$ cat config.mk
export PLATFORM = sky130hd
export DESIGN_NAME = sha256_msg_feeder
export DESIGN_NICKNAME = d
export VERILOG_FILES = /design/src/rtl/sha256_msg_feeder.sv
export SDC_FILE = /design/constraint.sdc
export NUM_CORES = 1
export LEC_CHECK = 0
export CAP_MARGIN = 40
export CELL_PAD_IN_SITES_DETAIL_PLACEMENT = 0
export CELL_PAD_IN_SITES_GLOBAL_PLACEMENT = 1
export CORE_MARGIN = 2
export CORE_UTILIZATION = 42
export CTS_CLUSTER_DIAMETER = 200
export DETAILED_ROUTE_END_ITERATION = 10
export GPL_TIMING_DRIVEN = 0
export PLACE_DENSITY = 0.86
export REMOVE_ABC_BUFFERS = 1
export SETUP_SLACK_MARGIN = 0.15
export SLEW_MARGIN = 20
export SYNTH_ARGS = -nofsm -noshare
export SYNTH_HDL_FRONTEND = slang
export SYNTH_SLANG_ARGS = --single-unit
$ cat constraint.sdc
create_clock -name clk -period 2.1 [get_ports clk]
set_input_delay 0.42 -clock clk [delete_from_list [all_inputs] [get_ports clk]]
set_output_delay 0.42 -clock clk [all_outputs]
set_load 0.02 [all_outputs]
$ cat src/rtl/sha256_msg_feeder.sv
// SHA-256 message feeder: packs a byte stream into big-endian words, pads it and drives the
// compression core one 512-bit block at a time. Define SHA256_BLOCK_COUNT_EN for block_count_o.
module sha256_msg_feeder #(
   parameter int unsigned CNT_W = 32
) (
   input  logic        clk,
   input  logic        reset,
   input  logic [7:0]  in_data_i,
   input  logic        in_valid_i,
   input  logic        in_last_i,
   output logic        in_ready_o,
   output logic        core_init_o,
   output logic        core_cs_o,
   output logic        core_wr_o,
   output logic [3:0]  core_addr_o,
   output logic [31:0] core_wdata_o,
   output logic        core_go_o,
   input  logic        core_done_i,
   output logic        busy_o,
`ifdef SHA256_BLOCK_COUNT_EN
   output logic [15:0] block_count_o,
`endif
   output logic        digest_valid_o
);

   typedef enum logic [2:0] {
      StIdle, StInit, StLoad, StPad, StGo, StWait0, StWait, StFin
   } state_e;

   state_e           state_q;
   logic [CNT_W-1:0] byte_cnt_q;
   logic [3:0]       word_idx_q;
   logic [1:0]       lane_q;
   logic [31:0]      word_q;
   logic             msg_done_q;   // final byte accepted
   logic             marker_q;     // 0x80 byte already written
   logic             extra_q;      // marker landed too late for the length in this block
   logic             len_done_q;   // length words written

   logic        accept;
   logic [31:0] acc_word;
   logic [31:0] marker_word;
   logic [31:0] pad_word;
   logic [63:0] msg_bits;

   assign accept    = in_valid_i & in_ready_o;
   assign core_cs_o = core_wr_o;

   always_comb begin
      acc_word = {word_q[23:0], in_data_i};
      msg_bits = 64'({byte_cnt_q, 3'b000});
      unique case (lane_q)
         2'd0:    marker_word = 32'h8000_0000;
         2'd1:    marker_word = {word_q[7:0], 24'h80_0000};
         2'd2:    marker_word = {word_q[15:0], 16'h8000};
         default: marker_word = {word_q[23:0], 8'h80};
      endcase
      if (!marker_q) begin
         pad_word = marker_word;
      end else if (!extra_q && word_idx_q == 4'd14) begin
         pad_word = msg_bits[63:32];
      end else if (!extra_q && word_idx_q == 4'd15) begin
         pad_word = msg_bits[31:0];
      end else begin
         pad_word = 32'h0;
      end
   end

   always_ff @(posedge clk) begin
      if (reset) begin
         state_q        <= StIdle;
         byte_cnt_q     <= '0;
         word_idx_q     <= 4'd0;
         lane_q         <= 2'd0;
         word_q         <= 32'h0;
         msg_done_q     <= 1'b0;
         marker_q       <= 1'b0;
         extra_q        <= 1'b0;
         len_done_q     <= 1'b0;
         in_ready_o     <= 1'b0;
         core_init_o    <= 1'b0;
         core_wr_o      <= 1'b0;
         core_addr_o    <= 4'd0;
         core_wdata_o   <= 32'h0;
         core_go_o      <= 1'b0;
         busy_o         <= 1'b0;
         digest_valid_o <= 1'b0;
`ifdef SHA256_BLOCK_COUNT_EN
         block_count_o  <= 16'd0;
`endif
      end else begin
         core_init_o    <= 1'b0;
         core_wr_o      <= 1'b0;
         core_go_o      <= 1'b0;
         digest_valid_o <= 1'b0;
         case (state_q)
            StIdle: begin
               if (in_valid_i) begin
                  state_q     <= StInit;
                  core_init_o <= 1'b1;
                  busy_o      <= 1'b1;
               end
            end
            StInit: begin
               byte_cnt_q <= '0;
               word_idx_q <= 4'd0;
               lane_q     <= 2'd0;
               word_q     <= 32'h0;
               msg_done_q <= 1'b0;
               marker_q   <= 1'b0;
               extra_q    <= 1'b0;
               len_done_q <= 1'b0;
               in_ready_o <= 1'b1;
               state_q    <= StLoad;
`ifdef SHA256_BLOCK_COUNT_EN
               block_count_o <= 16'd0;
`endif
            end
            StLoad: begin
               if (accept) begin
                  word_q     <= acc_word;
                  byte_cnt_q <= byte_cnt_q + 1'b1;
                  lane_q     <= lane_q + 2'd1;
                  if (in_last_i) begin
                     msg_done_q <= 1'b1;
                  end
                  if (lane_q == 2'd3) begin
                     core_wr_o    <= 1'b1;
                     core_addr_o  <= word_idx_q;
                     core_wdata_o <= acc_word;
                     word_idx_q   <= word_idx_q + 4'd1;
                  end
                  // A full block takes priority; padding then starts in the next block.
                  if (lane_q == 2'd3 && word_idx_q == 4'd15) begin
                     in_ready_o <= 1'b0;
                     state_q    <= StGo;
                  end else if (in_last_i) begin
                     in_ready_o <= 1'b0;
                     state_q    <= StPad;
                  end
               end
            end
            StPad: begin
               core_wr_o    <= 1'b1;
               core_addr_o  <= word_idx_q;
               core_wdata_o <= pad_word;
               word_idx_q   <= word_idx_q + 4'd1;
               if (!marker_q) begin
                  marker_q <= 1'b1;
                  if (word_idx_q >= 4'd14) begin
                     extra_q <= 1'b1;
                  end
               end
               if (word_idx_q == 4'd15) begin
                  state_q <= StGo;
                  if (marker_q && !extra_q) begin
                     len_done_q <= 1'b1;
                  end
               end
            end
            StGo: begin
               core_go_o <= 1'b1;
               state_q   <= StWait0;
`ifdef SHA256_BLOCK_COUNT_EN
               if (block_count_o != 16'hFFFF) begin
                  block_count_o <= block_count_o + 16'd1;
               end
`endif
            end
            StWait0: state_q <= StWait;
            StWait: begin
               if (core_done_i) begin
                  if (!msg_done_q) begin
                     in_ready_o <= 1'b1;
                     state_q    <= StLoad;
                  end else if (!len_done_q) begin
                     extra_q <= 1'b0;
                     state_q <= StPad;
                  end else begin
                     digest_valid_o <= 1'b1;
                     state_q        <= StFin;
                  end
               end
            end
            StFin: begin
               busy_o  <= 1'b0;
               state_q <= StIdle;
            end
            default: state_q <= StIdle;
         endcase
      end
   end

endmodule

Yosys cells after proc, flatten, opt, wreduce, memory -nomap -nowiden
Cells that the tools add are included.

operators by class
  add/sub/neg operators = 3
  $lt $le $gt $ge = 1
  equal/unequal tests = 25
  muxes and demuxes = 55
  bitwise gates (word level) = 5
  reduce and logical (&&, ||, !) cells = 25

operators by type and width
  kind                     number
  $mux W32                 6
  $pmux W32 S2             2
  $pmux W32 S3             1
  $pmux W24 S2             1
  $add A32 B1 Y32 const B  1
  $mux W24                 1
  $mux W3                  8
  $ne A2 B2 Y1 const B     12
  $pmux W3 S8              1
  $mux W1                  20
  $mux W4                  4
  $eq A3 B3 Y1 const B     4
  $pmux W4 S3              1
  $reduce_and A3 Y1        4
  $pmux W1 S2              5
  $reduce_and A5 Y1        2
  $reduce_bool A3 Y1       3
  $eq A4 B4 Y1 const B     2
  $pmux W4 S2              1
  $reduce_bool A2 Y1       4
  $eq A3 B2 Y1 const B     2
  $pmux W1 S3              2
  $reduce_and A6 Y1        1
  $add A4 B1 Y4 const B    1
  other kinds (17)         25

word-level totals
  flip-flop bits (word level) = 111
  bits of input ports = 13
  output and inout port bits = 43
  logic and storage cells = 131

Longest topological paths before layout
Gate-level depths: netlist of run 1.

  word-level depth = 6
  depth in mapped cells = 7
  gate-level depth less buffers = 6

Worst setup path after synthesis of run 1
OpenSTA, ideal clock, no wires.

  kind = input -> register
  from = in in_valid_i
  to = reg byte_cnt_q[29]
  setup time = 0.072 ns
  data arrival time = 1.836 ns
  data required time = 2.028 ns
  slack = 0.192 ns
  stages on the path = 6
  path buffers = 2
  path through = clkbuf_1 nand4b_1 a211o_1 clkbuf_1 or4_1 a21oi_1

on the way
  longest elaborated chain between the ends = 3

ends and longest elaborated chain
  item                                line  RTL
  from (decl)                         9     input logic in_valid_i,
  $and A1 B1 Y1                       46    assign accept = in_valid_i & in_ready_o;
  $ne A2 B2 Y1 (no source line)       --
  $reduce_and A2 Y1 (no source line)  --
  to (signal assigned)                122   byte_cnt_q <= byte_cnt_q + 1'b1;
  to (decl)                           31    logic [CNT_W-1:0] byte_cnt_q;

Every way passes these cells.
A chain may end at the register's enable or synchronous reset.

Worst setup path in the final report of run 1
  from = reg byte_cnt_q[13]
  to = reg byte_cnt_q[30]

on the way
  longest elaborated chain between the ends = 3

ends and longest elaborated chain
  item             line  RTL
  $add A32 B1 Y32  122
  $mux W32         120   if (accept) begin
  $pmux W32 S2     96    case (state_q)

Every way passes these cells. The select of a mux whose other input is x is not followed.

==> out/summary.txt, run 1 <==
Site Rows: 40
Least-Margin Pin Slew: 0.787 ns
Final period util: 93.6%
CTS tree: yes
antenna violations before repair: 0
Yosys cell types: 51
Sw Share: 26.0%
post-DP HPWL: 9780 microns
part of the power in combinational logic: 13.1%
buffer levels on the longest clock path: 2
clk_lat worst skew: 0.35 ns
max_slew headroom: 47.4%
largest net degree at the start of global routing: 38
Die Y: 114 microns
Mapped Area: 5120 sq um
ranking of synthesized cells by area: dfxtp_1, a21oi_1, a221oi_1
Peak VDD IR: 538 uV
Sink Count: 111
nets: 697
WHS: 0.420 ns
PwrDens: 702 nW/um^2
number of synthesized register bits: 111
Post-synth EDFFs: 0
Num CTS Buffers: 9
Synth area leader: dfxtp_1
Ant. Diodes: 0
P_int: 3430 uW
GRT Util Overall: 24.4%
vias per std cell: 6.28
Core Area: 12000 sq um
via count: 5188
Seq/Total Area, Yosys: 43.4%
cell count after synthesis: 623
Hold Fails Final Rpt: 0
Boundary Pins: 56
vias in the first global route: 4744
Non-Filler Instances: 826
DRT iter0 DRCs: 457
status: finished clean
fraction of layout cells with a size suffix above 1: 16.1%
Avg Cell Area, Syn: 8.22 sq um
synthesis-to-layout area growth: 29.0%
Critical Path End Type: flip-flop
total power: 4640 uW
cts hold-fix bufs: 0
Crit path required time: 2.34 ns
worst-path fanout max: 14
Residual DRC: 0
CP Launch Type: flip-flop
Root Driver: clkbuf_16
GP Congestion: 0.819
Hold Path Class: in2reg
ys flop type: dfxtp_1
Final setup viols: 0
sequential share of power: 47.7%
final WL: 16200 microns
Initial DRT Pass Iterations: 5
clock-pin slew on the worst setup and hold paths: 0.07 ns
WHS Path Cells: 2
total gr overflow: 0
Leak: 0.00219 uW
Die ar.: 13100 sq um
post-route minimum period: 1.96 ns
Final Cell Area: 6600 sq um
antenna-violating nets left: 0
placed insts: 785
top-count cell post-synth: dfxtp_1
critical path class: reg2reg
placed inst area: 5910 sq um
Post-synth ARST share: 0%
Max-Cap Viols: 0
CTS H-tree lvls: 3
RSZ-0062 raised after global routing: yes
clock power share: 39.2%
yosys warns: 0
Port Buf Inserts: 55
Max Clock Skew: 0.00683 ns
Max Fclk: 509 MHz
DR WL/cell: 19.7 microns
DIE WIDTH: 114 microns
Initial Util: 42.8%
first-pass GRT wire length: 25200 microns
final slew viol count: 0
Yosys top cell area share: 43.4%
FF-to-FF path depth: 5
WP data arrival: 2.20 ns
Synth top cells by count: dfxtp_1, a21oi_1, nand2_1
P_sw: 1200 uW
-- registers in the layout (all words and copies together) (netlist names), 2 cells and up --
register,cells
state_q,3
core_addr_o,4
lane_q,2
core_wdata_o,32
word_idx_q,4
byte_cnt_q,32
word_q,24
-- through the flow --
| stage | TNS (ns) | setup WS [ns] | util, % |
|---|---|---|---|
| after floorplan | -43.33 | -1.24 | - |
| after global placement | -274.61 | -3.34 | 47.1 |
| after detailed placement | -45.97 | -0.781 | 49.4 |
| after CTS | 0 | 0.145 | 53.9 |
| after global routing | 0 | 0.0550 | 55.2 |
| final | 0 | 0.135 | 55.2 |
-- cells by family (layout without fill, tap and decap cells) --
family / after synthesis / count (layout) / synth area share, %
simple gates: 221 / 223 / 22.4
compound gates: 207 / 208 / 25.6
flops: 111 / 111 / 43.4
buf+inv: 69 / 122 / 5.38
fa+ha+maj: 9 / 9 / 2.20
xor+xnor: 6 / 6 / 1.03
-- final timing paths --
| path | from | endpoint | slack [ns] |
|---|---|---|---|
| setup / recovery | byte_cnt_q[13] | byte_cnt_q[30] | 0.14 |
| setup reg to reg | byte_cnt_q[13] | byte_cnt_q[30] | 0.14 |
| hold / removal | reset | core_cs_o | 0.42 |
| hold reg to reg | core_addr_o[2] | core_addr_o[2] | 0.46 |
-- critical path, cell delays in order, from the launching register on --
cell,delay [ns]
dfxtp_2,0.33
nand4_1,0.21
buf_4,0.23
or4_4,0.66
o31ai_1,0.31
a21oi_1,0.09
-- timing repair --
item,CTS,global route
pin swaps,7,10
endpoints found under the setup margin,98,54
setup buffers,15,8
cloned,2,1
gates resized for setup,34,26
-- placed cells by master, fill, tap and decap left out, types with 4 or more instances in the layout --
cell and count:
nor2_1 29, nand4_1 11, o21ai_0 42, o31ai_1 14, a22o_1 7, clkbuf_8 4, buf_4 26, ha_1 8
dfxtp_2 11, buf_6 4, o211ai_1 6, buf_16 4, a21oi_1 79, and2_1 4, or3_1 7, clkbuf_16 9
a221oi_1 29, or4_4 5, or4_1 18, xnor2_1 5, inv_1 12, dfxtp_4 9, nand3_1 45, nand2_1 64
nand2b_1 8, and4_1 5, dfxtp_1 91, clkdlybuf4s50_1 53
-- power by group through the flow --
stage,sequential [uW],clock (uW),combinational [uW]
2_1_floorplan,2300,0,221
3_3_place_gp,2270,0,471
3_5_place_dp,2270,0,556
4_1_cts,2220,1840,580
5_1_grt,2220,1910,648
6_report,2210,1820,606
-- layer usage --
metal | part of all wire, % | vias up | GRT usage (%)
met5 | 0 | - | 0
met4 | 3.3 | 0 | 10.4
met3 | 7.1 | 33 | 3.12
met2 | 46 | 231 | 38.4
met1 | 44 | 2483 | 33.8
li1 | - | 2441 | -
-- layout make-up --
class	instances	area, sq um
clock inverter	2	37.5
multi-input combinational	446	2830
sequential	111	2270
inverter	14	57.6
fill	1052	5360
tap	147	184
timing repair buffer	93	947
clock buffer	13	280
Note: power is estimated with default switching activity, not from simulation.
==> run 2: changes to the inputs <==
- CORE_UTILIZATION: 42 -> 44
- CTS_BUF_LIST: default -> sky130_fd_sc_hd__clkbuf_2
- PLACE_DENSITY: 0.86 -> 0.89
==> run 2 against run 1 <==
Compared with the run above:
- fmax shrank 0.40%
- first-iteration DRC count grew 41%
- core utilization grew 1.8 points
- combinational power grew 4.0%
- setup slack lost 0.0079 ns
- die area shrank 4.4%
- wire length grew 5.3%
- non-clock buffer count grew 16
- design area shrank 1.9%
- worst hold slack lost 0.16 ns
- global-route usage grew 1.6 points
==> out/summary.txt, run 2 (same netlist as run 1, synthesis figures left out) <==
status: finished clean
Peak VDD IR: 271 uV (-50%)
clock-pin slew on the worst setup and hold paths: 0.29 ns (+0.22 ns)
nets: 714 (+2.4%)
Final setup viols: 0 (unchanged)
Boundary Pins: 56 (unchanged)
GRT Util Overall: 26.0% (+1.6 points)
DR WL/cell: 20.3 microns (+3.4%)
final slew viol count: 0 (unchanged)
Critical Path Source: byte_cnt_q[13]
Critical Path End Type: flip-flop
Non-Filler Instances: 841 (+1.8%)
max_slew headroom: 42.0% (-5.3 points)
Reg-to-Reg Start: byte_cnt_q[13]
Max Fclk: 507 MHz (-0.40%)
clk_lat worst skew: 0.60 ns (+0.25 ns)
GP Congestion: 0.831 (+1.5%)
Die ar.: 12500 sq um (-4.4%)
commonest non-fill, non-tap cell in the layout: dfxtp_1
Crit path required time: 2.68 ns (+0.34 ns)
setup TNS: 0 ns (unchanged)
fillcell total: 1013 (-3.7%)
Port Buf Inserts: 55 (unchanged)
FF-to-FF path depth: 5 (unchanged)
WHS: 0.264 ns (-0.156 ns)
Hold Crit Start: reset
first-pass GRT wire length: 26300 microns (+4.3%)
post-route minimum period: 1.97 ns (+0.00795 ns)
critical path class: reg2reg
most frequent cells in the layout: dfxtp_1, a21oi_1, nand2_1, nand3_1, dlygate4sd2_1
Initial Util: 45.0% (+2.2 points)
Die Y: 112 microns (-2.2%)
Leak: 0.00237 uW (+8.3%)
cts hold-fix bufs: 0 (unchanged)
DIE WIDTH: 112 microns (-2.2%)
antenna violations before repair: 1 (+1)
CTS tree: yes
Hold Fails Final Rpt: 0 (unchanged)
Core Area: 11400 sq um (-4.9%)
vias per std cell: 6.52 (+3.8%)
Hold Path Class: in2reg
placed insts: 779 (-0.76%)
synthesis-to-layout area growth: 26.6%
Least-Margin Pin Slew: 0.866 ns (+0.0799 ns)
worst-path fanout max: 7 (-7)
Final period util: 93.9% (+0.38 points)
top flop regs: byte_cnt_q (32), core_wdata_o (32), word_q (24)
vias in the first global route: 5028 (+6.0%)
RSZ-0062 raised after global routing: yes
Root Driver: clkbuf_2
Residual DRC: 0 (unchanged)
Site Rows: 39 (-2.5%)
via count: 5484 (+5.7%)
WP data arrival: 2.55 ns (+0.35 ns)
WHS Path Cells: 2 (unchanged)
Sink Count: 111 (unchanged)
final WL: 17100 microns (+5.3%)
buffer levels on the longest clock path: 2 (unchanged)
PwrDens: 570 nW/um^2 (-19%)
antenna-violating nets left: 0 (unchanged)
Reg2Reg Setup Slack: 0.13 ns (about the same)
DRT iter0 DRCs: 644 (+41%)
Initial DRT Pass Iterations: 8 (+3)
Max-Cap Viols: 0 (unchanged)
largest net degree at the start of global routing: 38 (unchanged)
CP Launch Type: flip-flop
CTS H-tree lvls: 3 (unchanged)
Num CTS Buffers: 9 (unchanged)
fraction of layout cells with a size suffix above 1: 19.4% (+3.3 points)
total gr overflow: 0 (unchanged)
Max Clock Skew: 0.0281 ns (+0.0212 ns)
post-DP HPWL: 9640 microns (-1.4%)
run 2: cell types whose count changed in the layout (fill, tap and decap cells not counted), moves of 5 or more:
cell / previous run / this run
clkdlybuf4s50_1: 53 / 10
a21oi_2: 1 / 6
clkbuf_16: 9 / 0
dlygate4sd2_1: 0 / 44
clkbuf_2: 0 / 10
a21oi_1: 79 / 74
buf_4: 26 / 40
run 2: where the power goes:
group	switching [uW]	internal [uW]
registers	57.7	2160
logic	400	230
clock network	704	143
run 2: routing by layer:
metal / part of all wire [%] / track usage, % / up-vias
li1: - / - / 2471
met1: 42 / 35.9 / 2606
met2: 45 / 40.6 / 360
met3: 11 / 4.74 / 47
met4: 2.9 / 9.96 / 0
met5: 0 / 0 / -
run 2: worst paths after layout:
| kind | endpoint |
|---|---|
| worst min-delay path | word_q[19] |
| worst max register to register | byte_cnt_q[19] |
| worst max-delay path | byte_cnt_q[19] |
| worst min register to register | core_addr_o[2] |
run 2: area by class of cell:
class | instances | area (sq um) | share of cell area (%)
Multi-Input combinational cell | 447 | 2890 | 44.6
Sequential cell | 111 | 2280 | 35.2
Timing Repair Buffer | 109 | 993 | 15.3
Tap cell | 143 | 179 | 2.76
Inverter | 14 | 52.6 | 0.811
Clock buffer | 10 | 50.0 | 0.772
Clock inverter | 6 | 27.5 | 0.425
Antenna cell | 1 | 2.50 | 0.0386
run 2: per-stage QoR:
step,cell area (sq um),worst slack [ns],util (%),power [uW]
global route,6480,0.0815,57.0,3830
detailed placement,5870,-0.848,51.6,2830
global placement,5630,-3.33,49.5,2740
CTS,6230,0.148,54.8,3630
finish,6480,0.127,57.0,3690
floorplan,4900,-1.24,-,2520
run 2: worst max-delay path, stage by stage (launching register included):
cell     delay, ns
dfxtp_2       0.43
nand4_1       0.15
buf_4         0.19
or4_4         0.56
or4_4         0.50
a21oi_2       0.13
run 2: repair_timing:
item / CTS / global route
setup buffers: 26 / 14
resized for setup: 85 / 42
setup endpoints to repair: 144 / 50
gates cloned: 4 / 1
pin swaps: 9 / 14
